<file path="src/rtl/link_tx_scheduler_pkg.sv">
// Shared definitions for the link TX scheduler: frame geometry, idle tag and FSM states.
package link_pkg;

  localparam int unsigned DATA_SIZE = 194;
  localparam int unsigned TAG_W     = 2;
  localparam int unsigned PAYLOAD_W = DATA_SIZE - TAG_W;

  localparam logic [TAG_W-1:0] TAG_IDLE = '0;

  typedef enum logic [1:0] {
    IDLE,
    OFFER,
    WAIT_DONE
  } sched_state_t;

endpackage

</file>
<file path="src/rtl/link_tx_scheduler_rr_arbiter.sv">
// Combinational round-robin pick: first request at or above the pointer, wrapping.
module rr_arbiter #(
  parameter  int unsigned NUM_REQ = 3,
  localparam int unsigned IDX_W   = (NUM_REQ > 1) ? $clog2(NUM_REQ) : 1
) (
  input  logic [NUM_REQ-1:0] i_req,
  input  logic [IDX_W-1:0]   i_ptr,
  output logic [NUM_REQ-1:0] o_grant,
  output logic [IDX_W-1:0]   o_winner,
  output logic               o_any_req
);

  logic [IDX_W-1:0] w_idx;

  always_comb begin
    o_grant   = '0;
    o_winner  = '0;
    o_any_req = 1'b0;
    w_idx     = '0;
    for (int unsigned k = 0; k < NUM_REQ; k++) begin
      w_idx = IDX_W'((32'(i_ptr) + k) % NUM_REQ);
      if (!o_any_req && i_req[w_idx]) begin
        o_any_req       = 1'b1;
        o_grant[w_idx]  = 1'b1;
        o_winner        = w_idx;
      end
    end
  end

endmodule

</file>
<file path="src/rtl/link_tx_scheduler.sv">
// Round-robin sharing of the outbound serial frame link with tag insertion and done timeout.
// Optional keep-alive (tag-0) frames after IDLE_GAP idle cycles: define LINK_IDLE_FRAME_EN.
module link_tx_scheduler
  import link_pkg::*;
#(
  parameter int unsigned NUM_REQ      = 3,
  parameter int unsigned DONE_TIMEOUT = 1024,
  parameter int unsigned IDLE_GAP     = 4096
) (
  input  logic                         CLK,
  input  logic                         RESET,
  input  logic [NUM_REQ-1:0]           req_valid,
  input  logic [NUM_REQ*PAYLOAD_W-1:0] req_data,
  output logic [NUM_REQ-1:0]           req_ready,
  output logic [DATA_SIZE-1:0]         frm_data,
  output logic                         frm_valid,
  input  logic                         frm_ready,
  input  logic                         frm_done,
  output logic                         busy,
  output logic [15:0]                  frames_sent,
  output logic                         err_timeout
);

  localparam int unsigned IDX_W = (NUM_REQ > 1) ? $clog2(NUM_REQ) : 1;
  localparam int unsigned TO_W  = $clog2(DONE_TIMEOUT);

  if (NUM_REQ < 1 || NUM_REQ > (2**TAG_W) - 1) begin : g_bad_num_req
    $error("NUM_REQ does not fit the non-idle tag space");
  end
  if (DONE_TIMEOUT < 2 || IDLE_GAP < 2) begin : g_bad_timing
    $error("DONE_TIMEOUT and IDLE_GAP must be at least 2");
  end

  sched_state_t r_state, w_state_nxt;

  logic [IDX_W-1:0]     r_rr_ptr;
  logic [TO_W-1:0]      r_to_cnt;
  logic [NUM_REQ-1:0]   r_req_ready;
  logic [DATA_SIZE-1:0] r_frm_data;
  logic                 r_frm_valid;
  logic [15:0]          r_frames_sent;
  logic                 r_err_timeout;

  logic [NUM_REQ-1:0]   w_grant;
  logic [IDX_W-1:0]     w_winner;
  logic                 w_any_req;
  logic [PAYLOAD_W-1:0] w_payload;
  logic [TAG_W-1:0]     w_tag;
  logic                 w_load_req;
  logic                 w_load_idle;
  logic                 w_handoff;
  logic                 w_finish;
  logic                 w_timeout;
  logic                 w_count;

  rr_arbiter #(
    .NUM_REQ (NUM_REQ)
  ) u_arb (
    .i_req     (req_valid),
    .i_ptr     (r_rr_ptr),
    .o_grant   (w_grant),
    .o_winner  (w_winner),
    .o_any_req (w_any_req)
  );

  always_comb begin
    w_payload = '0;
    for (int unsigned i = 0; i < NUM_REQ; i++) begin
      if (w_grant[i]) w_payload = req_data[i*PAYLOAD_W +: PAYLOAD_W];
    end
  end

  assign w_tag = TAG_W'(w_winner) + TAG_W'(1);

`ifdef LINK_IDLE_FRAME_EN
  localparam int unsigned IG_W = $clog2(IDLE_GAP);

  logic            r_keepalive;
  logic [IG_W-1:0] r_idle_cnt;
  logic            w_gap_hit;

  assign w_gap_hit = (r_idle_cnt == IG_W'(IDLE_GAP - 1));
  assign w_count   = w_finish && !r_keepalive;

  // Counts consecutive request-free IDLE cycles; any grant restarts it.
  always_ff @(posedge CLK or negedge RESET) begin
    if (!RESET) begin
      r_idle_cnt  <= '0;
      r_keepalive <= 1'b0;
    end else begin
      if (r_state == IDLE && !w_any_req && !w_gap_hit) r_idle_cnt <= r_idle_cnt + IG_W'(1);
      else                                              r_idle_cnt <= '0;
      if (w_load_req)       r_keepalive <= 1'b0;
      else if (w_load_idle) r_keepalive <= 1'b1;
    end
  end
`else
  assign w_count = w_finish;
`endif

  always_comb begin
    w_state_nxt = r_state;
    w_load_req  = 1'b0;
    w_load_idle = 1'b0;
    w_handoff   = 1'b0;
    w_finish    = 1'b0;
    w_timeout   = 1'b0;
    unique case (r_state)
      IDLE: begin
        if (w_any_req) begin
          w_load_req  = 1'b1;
          w_state_nxt = OFFER;
        end
`ifdef LINK_IDLE_FRAME_EN
        else if (w_gap_hit) begin
          w_load_idle = 1'b1;
          w_state_nxt = OFFER;
        end
`endif
      end
      OFFER: begin
        if (frm_ready) begin
          w_handoff   = 1'b1;
          w_state_nxt = WAIT_DONE;
        end
      end
      WAIT_DONE: begin
        if (frm_done) begin
          w_finish    = 1'b1;
          w_state_nxt = IDLE;
        end else if (r_to_cnt == TO_W'(DONE_TIMEOUT - 1)) begin
          w_timeout   = 1'b1;
          w_state_nxt = IDLE;
        end
      end
      default: w_state_nxt = IDLE;
    endcase
  end

  always_ff @(posedge CLK or negedge RESET) begin
    if (!RESET) begin
      r_state       <= IDLE;
      r_rr_ptr      <= '0;
      r_to_cnt      <= '0;
      r_req_ready   <= '0;
      r_frm_data    <= '0;
      r_frm_valid   <= 1'b0;
      r_frames_sent <= '0;
      r_err_timeout <= 1'b0;
    end else begin
      r_state     <= w_state_nxt;
      r_req_ready <= '0;
      if (w_load_req) begin
        r_req_ready <= w_grant;
        r_frm_data  <= {w_tag, w_payload};
        r_frm_valid <= 1'b1;
        r_rr_ptr    <= (w_winner == IDX_W'(NUM_REQ - 1)) ? '0 : w_winner + IDX_W'(1);
      end else if (w_load_idle) begin
        r_frm_data  <= {TAG_IDLE, {PAYLOAD_W{1'b0}}};
        r_frm_valid <= 1'b1;
      end
      if (w_handoff) begin
        r_frm_valid <= 1'b0;
        r_to_cnt    <= '0;
      end else if (r_state == WAIT_DONE) begin
        r_to_cnt <= r_to_cnt + TO_W'(1);
      end
      if (w_count)   r_frames_sent <= r_frames_sent + 16'd1;
      if (w_timeout) r_err_timeout <= 1'b1;
    end
  end

  assign req_ready   = r_req_ready;
  assign frm_data    = r_frm_data;
  assign frm_valid   = r_frm_valid;
  assign busy        = (r_state != IDLE);
  assign frames_sent = r_frames_sent;
  assign err_timeout = r_err_timeout;

endmodule

</file>
<file path="config.mk">
export PLATFORM = sky130hd
export DESIGN_NAME = link_tx_scheduler
export DESIGN_NICKNAME = d
export VERILOG_FILES = /design/src/rtl/link_tx_scheduler_pkg.sv /design/src/rtl/link_tx_scheduler_rr_arbiter.sv /design/src/rtl/link_tx_scheduler.sv
export SDC_FILE = /design/constraint.sdc
export NUM_CORES = 1
export LEC_CHECK = 0
export ABC_CLOCK_PERIOD_IN_PS = 3050
export BUFFER_PORTS_ARGS = -buffer_cell sky130_fd_sc_hd__buf_2
export CORE_AREA = 2 2 309 311
export CTS_CLUSTER_DIAMETER = 30
export CTS_CLUSTER_SIZE = 14
export DETAILED_ROUTE_END_ITERATION = 12
export DIE_AREA = 0 0 311 313
export PLACE_DENSITY = 0.41
export SYNTH_ARGS = -nofsm -noshare
export SYNTH_HDL_FRONTEND = slang
export SYNTH_SLANG_ARGS = --single-unit
</file>
<file path="constraint.sdc">
create_clock -name CLK -period 3.05 [get_ports CLK]
set_clock_uncertainty 0.15 [all_clocks]
set_input_delay 0.305 -clock CLK [delete_from_list [all_inputs] [get_ports CLK]]
set_output_delay 0.305 -clock CLK [all_outputs]
set_load 0.02 [all_outputs]
</file>
==> results.md, run 1 <==
- Die height: 313 µm
- Crit-path max FO: 24
- Post-synthesis net count: 2101
- Simple-Gate Fraction of Synth Area: 12.2%
- MaxCap Viol Count: 0
- Worst vdd ir: 0.554 mV
- Async S/R FF share, synth: 100%
- First-pass GRT wire length: 116 mm
- DR vias/cell: 4.49
- Synth area leader: dfrtp_1
- Largest family of logic cells by synthesized area: compound AO/OA/AOI/OAI gates
- Drt pass-1 iters: 5
- Routed Wire Length: 78.2 mm
- Antenna violations before repair: 5
- Synthesized area: 13300 µm²
- Initial DRC Count: 1037
- Startpoint types: register
- Internal power: 18.4 mW
- Post-DP HPWL: 52.6 mm
- Syn Area/Cell: 8.84 µm²
- Synth warn: 0
- Overall Global Routing Usage: 15.0%
- Leading cell type by number of instances after synthesis: dfrtp_1
- Top cells by area, synth: dfrtp_1 43%, o211ai_1 11%, or3_1 9.1%
- Clk_lat worst skew: 0.62 ns
- Clock Power Share: 26.2%
- Switch share: 44.6%
- Complex-gate fraction of the synthesized area: 36.6%
- Period Utilization, post-route: 96.5%
- Clk buf depth: 3
- Core area: 94200 µm²
- Final Hold Vio Count: 0
- NetSw: 14.8 mW
- Post-route DRC: 0
- Final weighted congestion in routability-driven placement: 0.917
- Worst slew pin tran: 0.686 ns
- Commonest cells post-synth: 229 x dfrtp_1, 198 x a21oi_1, 194 x or3_1
- Netlist cell types: 46
- Final Max Tran Viols: 0
- Vias: 19100
- Slew HR: 53.9%
- R2r worst-path depth: 9
- Hold WS: 0.0789 ns
- Post-synth EDFFs: 0
- Setup CP Type: reg2reg
- Root Driver: clkbuf_16
- Synth-to-Final Area Change: 112%
- CTS tree: yes
- Synthesized instance count: 1510
- Final setup fails: 0
- Register area share after synthesis: 42.9%
- FP Rows: 113
- WP data required: 3.38 ns
- Pwr per Cell Area: 1180 nW/µm²
- CTS Sinks: 229
- DR WL/cell: 18.4 µm
- Combinational Power Share: 56.2%
- Port bufs: 798
- Routed Antenna Nets: 0
- Num CTS Buffers: 87
- Status: complete, no violations
- Htree depth: 3
- Fin crit period: 2.94 ns
- Leak Pwr: 12.1 nW
- Largest net degree at the start of global routing: 89
- DIE WIDTH: 311 µm
- Fraction of layout cells with a size suffix above 1: 35.4%
- # IOs: 799
- DIE AREA: 97300 µm²
- GRT overflow: 0
- Layout net count: 3516
- Post-synthesis mux area share: 0.0844%
- Critical Path AT: 3.27 ns
- Initial Utilization: 14.2%
- Unrepaired setup endpoints after global routing: true
- Primary FF master, synth: dfrtp_1
- Seq pwr share: 17.6%
- Vias in the first global route: 20100
- Xor/xnor share of the synthesized area: 0.984%
- Clock Pin Slew Worst Setup and Hold Paths: 0.04 ns
- Synth top area share: 42.9%
- Fmax: 340 MHz
- Critical Path End Type: register
- Fin cells: 4259
- DP Cell Count: 3518
- Min-Delay Path Class: in2async
- Post-synthesis adder-cell area fraction: 0.834%
- Seq cells post-synth: 229
-- layout by cell type, fill, tap and decap left out, types with 3 or more instances in the layout --
| cell | n |
|---|---|
| o31ai_1 | 3 |
| or2_2 | 3 |
| nand3_1 | 7 |
| nor2b_1 | 6 |
| or3_1 | 191 |
| bufinv_16 | 5 |
| nand2b_1 | 6 |
| diode_2 | 5 |
| buf_6 | 6 |
| xnor2_1 | 13 |
| clkbuf_16 | 92 |
| nand4_1 | 7 |
| clkbuf_1 | 24 |
| dlygate4sd3_1 | 578 |
| a21oi_2 | 7 |
| dfrtp_1 | 229 |
| nand2_1 | 27 |
| ha_1 | 6 |
| o22ai_1 | 192 |
| buf_4 | 60 |
| buf_16 | 5 |
| or3_4 | 3 |
| buf_2 | 797 |
| buf_12 | 30 |
| inv_1 | 6 |
| o21ai_0 | 76 |
| clkinv_8 | 3 |
| o211ai_1 | 193 |
| and3_1 | 5 |
| clkbuf_8 | 27 |
| nor2_1 | 17 |
| o21ai_1 | 135 |
| clkinv_2 | 3 |
| a21oi_1 | 191 |
-- logic make-up (layout without fill, tap and decap cells) --
kind of cell / Yosys count / in the layout
buffers and inverters: 162 / 1641
and+or+nand+nor: 279 / 279
muxes: 1 / 1
AOI/OAI and AO/OA: 815 / 815
DFF: 229 / 229
xor gates and xnor gates: 15 / 15
other: 0 / 5
adders and majority gates: 9 / 9
-- critical path, cell delays in order (launching register included) --
cell and delay (ns):
dfrtp_1 0.38, inv_2 0.07, ha_2 0.30, maj3_2 0.35, a2111o_2 0.54, buf_12 0.18, buf_12 0.17, or3_1 0.39
o211ai_1 0.11, o22ai_1 0.11
-- flip-flops by register name, indices dropped and copies added, names as in the netlist --
| register | cells |
|---|---|
| frm_data | 194 |
| r_state | 2 |
| r_to_cnt | 10 |
| frames_sent | 16 |
| frm_valid | 1 |
| r_rr_ptr | 2 |
| req_ready | 3 |
| err_timeout | 1 |
-- power groups by stage --
stage	logic, mW	registers (mW)	clock network [mW]
final	18.7	5.84	8.72
after global routing	20.2	6.02	9.08
after CTS	18.0	5.79	8.94
after detailed placement	17.3	5.79	0
after global placement	17.3	5.84	0
after floorplan	8.86	7.31	0
-- layer usage --
| layer | vias up | part of all wire [%] | GRT usage [%] |
|---|---|---|---|
| li1 | 8808 | - | - |
| met4 | 2 | 4.4 | 7.18 |
| met1 | 9146 | 40 | 16.9 |
| met3 | 254 | 6.8 | 4.51 |
| met5 | - | 0.010 | 0 |
| met2 | 904 | 49 | 26.0 |
-- per-stage QoR --
step | total power, mW | util [%] | TNS [ns] | area, µm² | setup WS, ns
global placement | 23.2 | 20.5 | -0.00179 | 19300 | -0.00179
global route | 35.3 | 30.0 | -0.0240 | 28300 | -0.0113
floorplan | 16.2 | - | 0 | 13300 | 0.352
finish | 33.2 | 30.0 | 0 | 28300 | 0.106
detailed placement | 23.1 | 20.5 | 0 | 19300 | 0.0558
CTS | 32.7 | 29.8 | 0 | 28000 | 0.0274
-- cell type report --
cell class / instances / area, µm²
diodes: 5 / 12.5
inverters: 7 / 26.3
repair buffers: 1481 / 11100
multi-input cells: 1119 / 6850
clock buffers: 139 / 2660
fillers: 9845 / 65900
flip-flops and latches: 229 / 5730
well taps: 1265 / 1580
clock inverters: 14 / 251
-- what timing repair did --
action | 4_1_cts | 5_1_grt
resized for setup | 0 | 30
buffers inserted | 0 | 2
endpoints found under the hold margin | 374 | 0
hold buffers | 578 | 0
setup endpoints to repair | 0 | 190
-- path summary, 6_finish.rpt --
path / startpoint / endpoint / slack, ns
hold reg to reg: err_timeout$_DFFE_PN0P_ / err_timeout$_DFFE_PN0P_ / 0.32
setup / recovery: r_rr_ptr[0]$_DFFE_PN0P_ / frm_data[36]$_DFFE_PN0P_ / 0.11
hold / removal: RESET / frm_data[119]$_DFFE_PN0P_ / 0.08
max in group asynchronous: RESET / frm_data[131]$_DFFE_PN0P_ / 1.86
min in group CLK: req_data[460] / frm_data[76]$_DFFE_PN0P_ / 0.08
setup reg to reg: r_rr_ptr[0]$_DFFE_PN0P_ / frm_data[36]$_DFFE_PN0P_ / 0.11
(Power assumes the default switching activity.)
==> run 2, diff against run 1 <==
CELL_PAD_IN_SITES_DETAIL_PLACEMENT = 1   (was default)
CELL_PAD_IN_SITES_GLOBAL_PLACEMENT = 1   (was default)
CORE_AREA = 2 2 308 310   (was 2 2 309 311)
DIE_AREA = 0 0 310 312   (was 0 0 311 313)
PLACE_DENSITY = 0.51   (was 0.41)
==> results.md, run 2 (synthesized netlist as in run 1, its figures left out) <==
- Status: complete, no violations
- DP Cell Count: 3515 (-0.085%)
- Final setup fails: 0 (unchanged)
- Htree depth: 3 (unchanged)
- Final weighted congestion in routability-driven placement: 0.911 (-0.71%)
- Clk_lat worst skew: 0.63 ns (about the same)
- Design Power: 35.8 mW (+7.7%)
- Worst slew pin tran: 0.809 ns (+0.124 ns)
- Post-route DRC: 0 (unchanged)
- Largest stage delay, worst path: 0.44 ns (-0.10 ns)
- Clock Pin Slew Worst Setup and Hold Paths: 0.04 ns (about the same)
- DR WL/cell: 22.4 µm (+22%)
- Worst vdd ir: 0.662 mV (+19%)
- Num CTS Buffers: 84 (-3.4%)
- Leak Pwr: 12.3 nW (+2.0%)
- Setup TNS: 0 ns (unchanged)
- CP dominant cell by count: buf_12
- Critical Path End Type: register
- Seq pwr share: 16.6% (-1.0 points)
- Crit-path max FO: 68 (+180%)
- WP data required: 3.38 ns (about the same)
- Fin cells: 4280 (+0.49%)
- Switch share: 46.2% (+1.6 points)
- Clk buf depth: 3 (unchanged)
- CP cell instances: inv_2, ha_4, buf_6, nand2_1, a21boi_0, a2111o_2, buf_12, buf_12, or3_1, o211ai_1, o22ai_1
- Pwr per Cell Area: 1240 nW/µm² (+5.4%)
- Max FFs per register: 194 (unchanged)
- DIE AREA: 96700 µm² (-0.64%)
- Startpoint types: register
- Initial DRC Count: 1572 (+52%)
- Fin crit period: 3.03 ns (+0.0844 ns)
- Crit path max-delay family: compound AO/OA/AOI/OAI gates
- Setup CP Type: reg2reg
- Commonest non-fill, non-tap cell in the layout: buf_2
- Routed Antenna Nets: 0 (unchanged)
- Final core occ: 31.1% (+1.0 points)
- Total of fill cells in the finished design: 11000 (+11%)
- Post-DP HPWL: 59.5 mm (+13%)
- Vias: 20200 (+5.6%)
- CTS tree: yes
- Final Max Tran Viols: 0 (unchanged)
- Fraction of layout cells with a size suffix above 1: 38.8% (+3.4 points)
- Post-Place Worst Slack: -0.00677 ns (-0.0626 ns)
- Slew HR: 46.1% (-7.9 points)
- Critical Path AT: 3.36 ns (+0.09 ns)
- Crit-path slowest cell: a2111o_2
- Crit path buffers/inverters: 4 (+1)
- Core area: 93000 µm² (-1.2%)
- Internal power: 19.3 mW (+4.7%)
- Synth-to-Final Area Change: 116%
- Combinational Power Share: 58.3% (+2.1 points)
- CTS Sinks: 229 (unchanged)
- Root Driver: clkbuf_16
- Period Utilization, post-route: 99.3% (+2.8 points)
- Routed Wire Length: 95.8 mm (+23%)
- Layout net count: 3527 (+0.31%)
- MaxCap Viol Count: 0 (unchanged)
- Overall Global Routing Usage: 17.6% (+2.6 points)
- Die height: 312 µm (-0.32%)
- Antenna violations before repair: 29 (+24)
- Final worst slack: 0.0218 ns (-0.0844 ns)
- # IOs: 799 (unchanged)
- Final Hold Vio Count: 0 (unchanged)
- Vias in the first global route: 22200 (+11%)
- Clock Power Share: 25.1% (-1.1 points)
- Initial Utilization: 14.3% (+0.17 points)
- DR vias/cell: 4.71 (+5.0%)
- Drt pass-1 iters: 5 (unchanged)
- Port bufs: 798 (unchanged)
- Fmax: 330 MHz (-2.8%)
- Largest net degree at the start of global routing: 113 (+27%)
- GRT overflow: 0 (unchanged)
- NetSw: 16.5 mW (+12%)
- FP Rows: 112 (-0.88%)
- First-pass GRT wire length: 132 mm (+15%)
- DIE WIDTH: 310 µm (-0.32%)
- Min-Delay Path Class: in2reg
- Most frequent cells in the layout: 798 x buf_2, 557 x dlygate4sd3_1, 229 x dfrtp_1
==> run 2: cell types whose count changed in the layout (fill, tap and decap cells not counted), sizes merged <==
cell,change
bufinv,+5
diode,+16
buf,+24
clkbuf,-13
clkinv,+19
clkinvlp,+2
dlygate4sd3,-21
==> run 2: area by class of cell <==
type                            instances  area [µm²]  share of cell area, %
Timing Repair Buffer                 1495       11400                   39.5
Multi-Input combinational cell       1119        7130                   24.7
Sequential cell                       229        5730                   19.8
Clock buffer                          115        2440                   8.44
Tap cell                             1254        1570                   5.43
Clock inverter                         40         539                   1.87
Antenna cell                           21        52.6                  0.182
Inverter                                7        26.3                 0.0909
==> run 2: metrics by stage <==
step,instance area [µm²],hold WS [ns]
after floorplan,13300,-0.141
after global placement,19300,0.235
after detailed placement,19300,0.225
after CTS,27900,0.00173
after global routing,28900,0.0139
final,28900,0.0192
==> run 2: routing by layer <==
| layer | share of wire, % | vias up | track usage, % |
|---|---|---|---|
| li1 | - | 8842 | - |
| met1 | 38 | 10000 | 19.0 |
| met2 | 49 | 935 | 30.2 |
| met3 | 6.7 | 352 | 4.74 |
| met4 | 6.3 | 8 | 11.6 |
| met5 | 0.064 | - | 0 |
==> run 2: what timing repair did <==
action / CTS / global route
pin swaps: 3 / 7
endpoints found under the setup margin: 60 / 192
cloned: 0 / 22
hold buffers: 557 / 0
gates resized for setup: 7 / 90
hold endpoints to repair: 271 / 0
setup buffers: 1 / 10
==> run 2: worst paths after layout <==
check	startpoint	cells past startpoint	slack, ns	endpoint
worst max-delay path	r_rr_ptr[0]$_DFFE_PN0P_	11	0.02	frm_data[67]$_DFFE_PN0P_
worst min-delay path	req_data[527]	4	0.02	frm_data[143]$_DFFE_PN0P_
worst max register to register	r_rr_ptr[0]$_DFFE_PN0P_	11	0.02	frm_data[67]$_DFFE_PN0P_
worst min register to register	err_timeout$_DFFE_PN0P_	1	0.30	err_timeout$_DFFE_PN0P_
max in group asynchronous	RESET	3	1.73	req_ready[1]$_DFF_PN0_
min in group asynchronous	RESET	2	0.16	frm_data[139]$_DFFE_PN0P_
==> run 2: worst min-delay path, delay by kind of cell <==
family                 cells  cell delay (ns)
AND/OR/NAND/NOR            1             0.11
buffers and inverters      1             0.08
AO/OA/AOI/OAI              2             0.24
==> run 2: power by group through the flow <==
stage / Clock (mW) / Combinational, mW / Sequential [mW]
floorplan: 0 / 8.86 / 7.31
global placement: 0 / 17.1 / 5.79
detailed placement: 0 / 17.5 / 5.85
CTS: 9.12 / 18.2 / 5.86
global route: 9.34 / 22.3 / 6.12
finish: 8.97 / 20.9 / 5.95
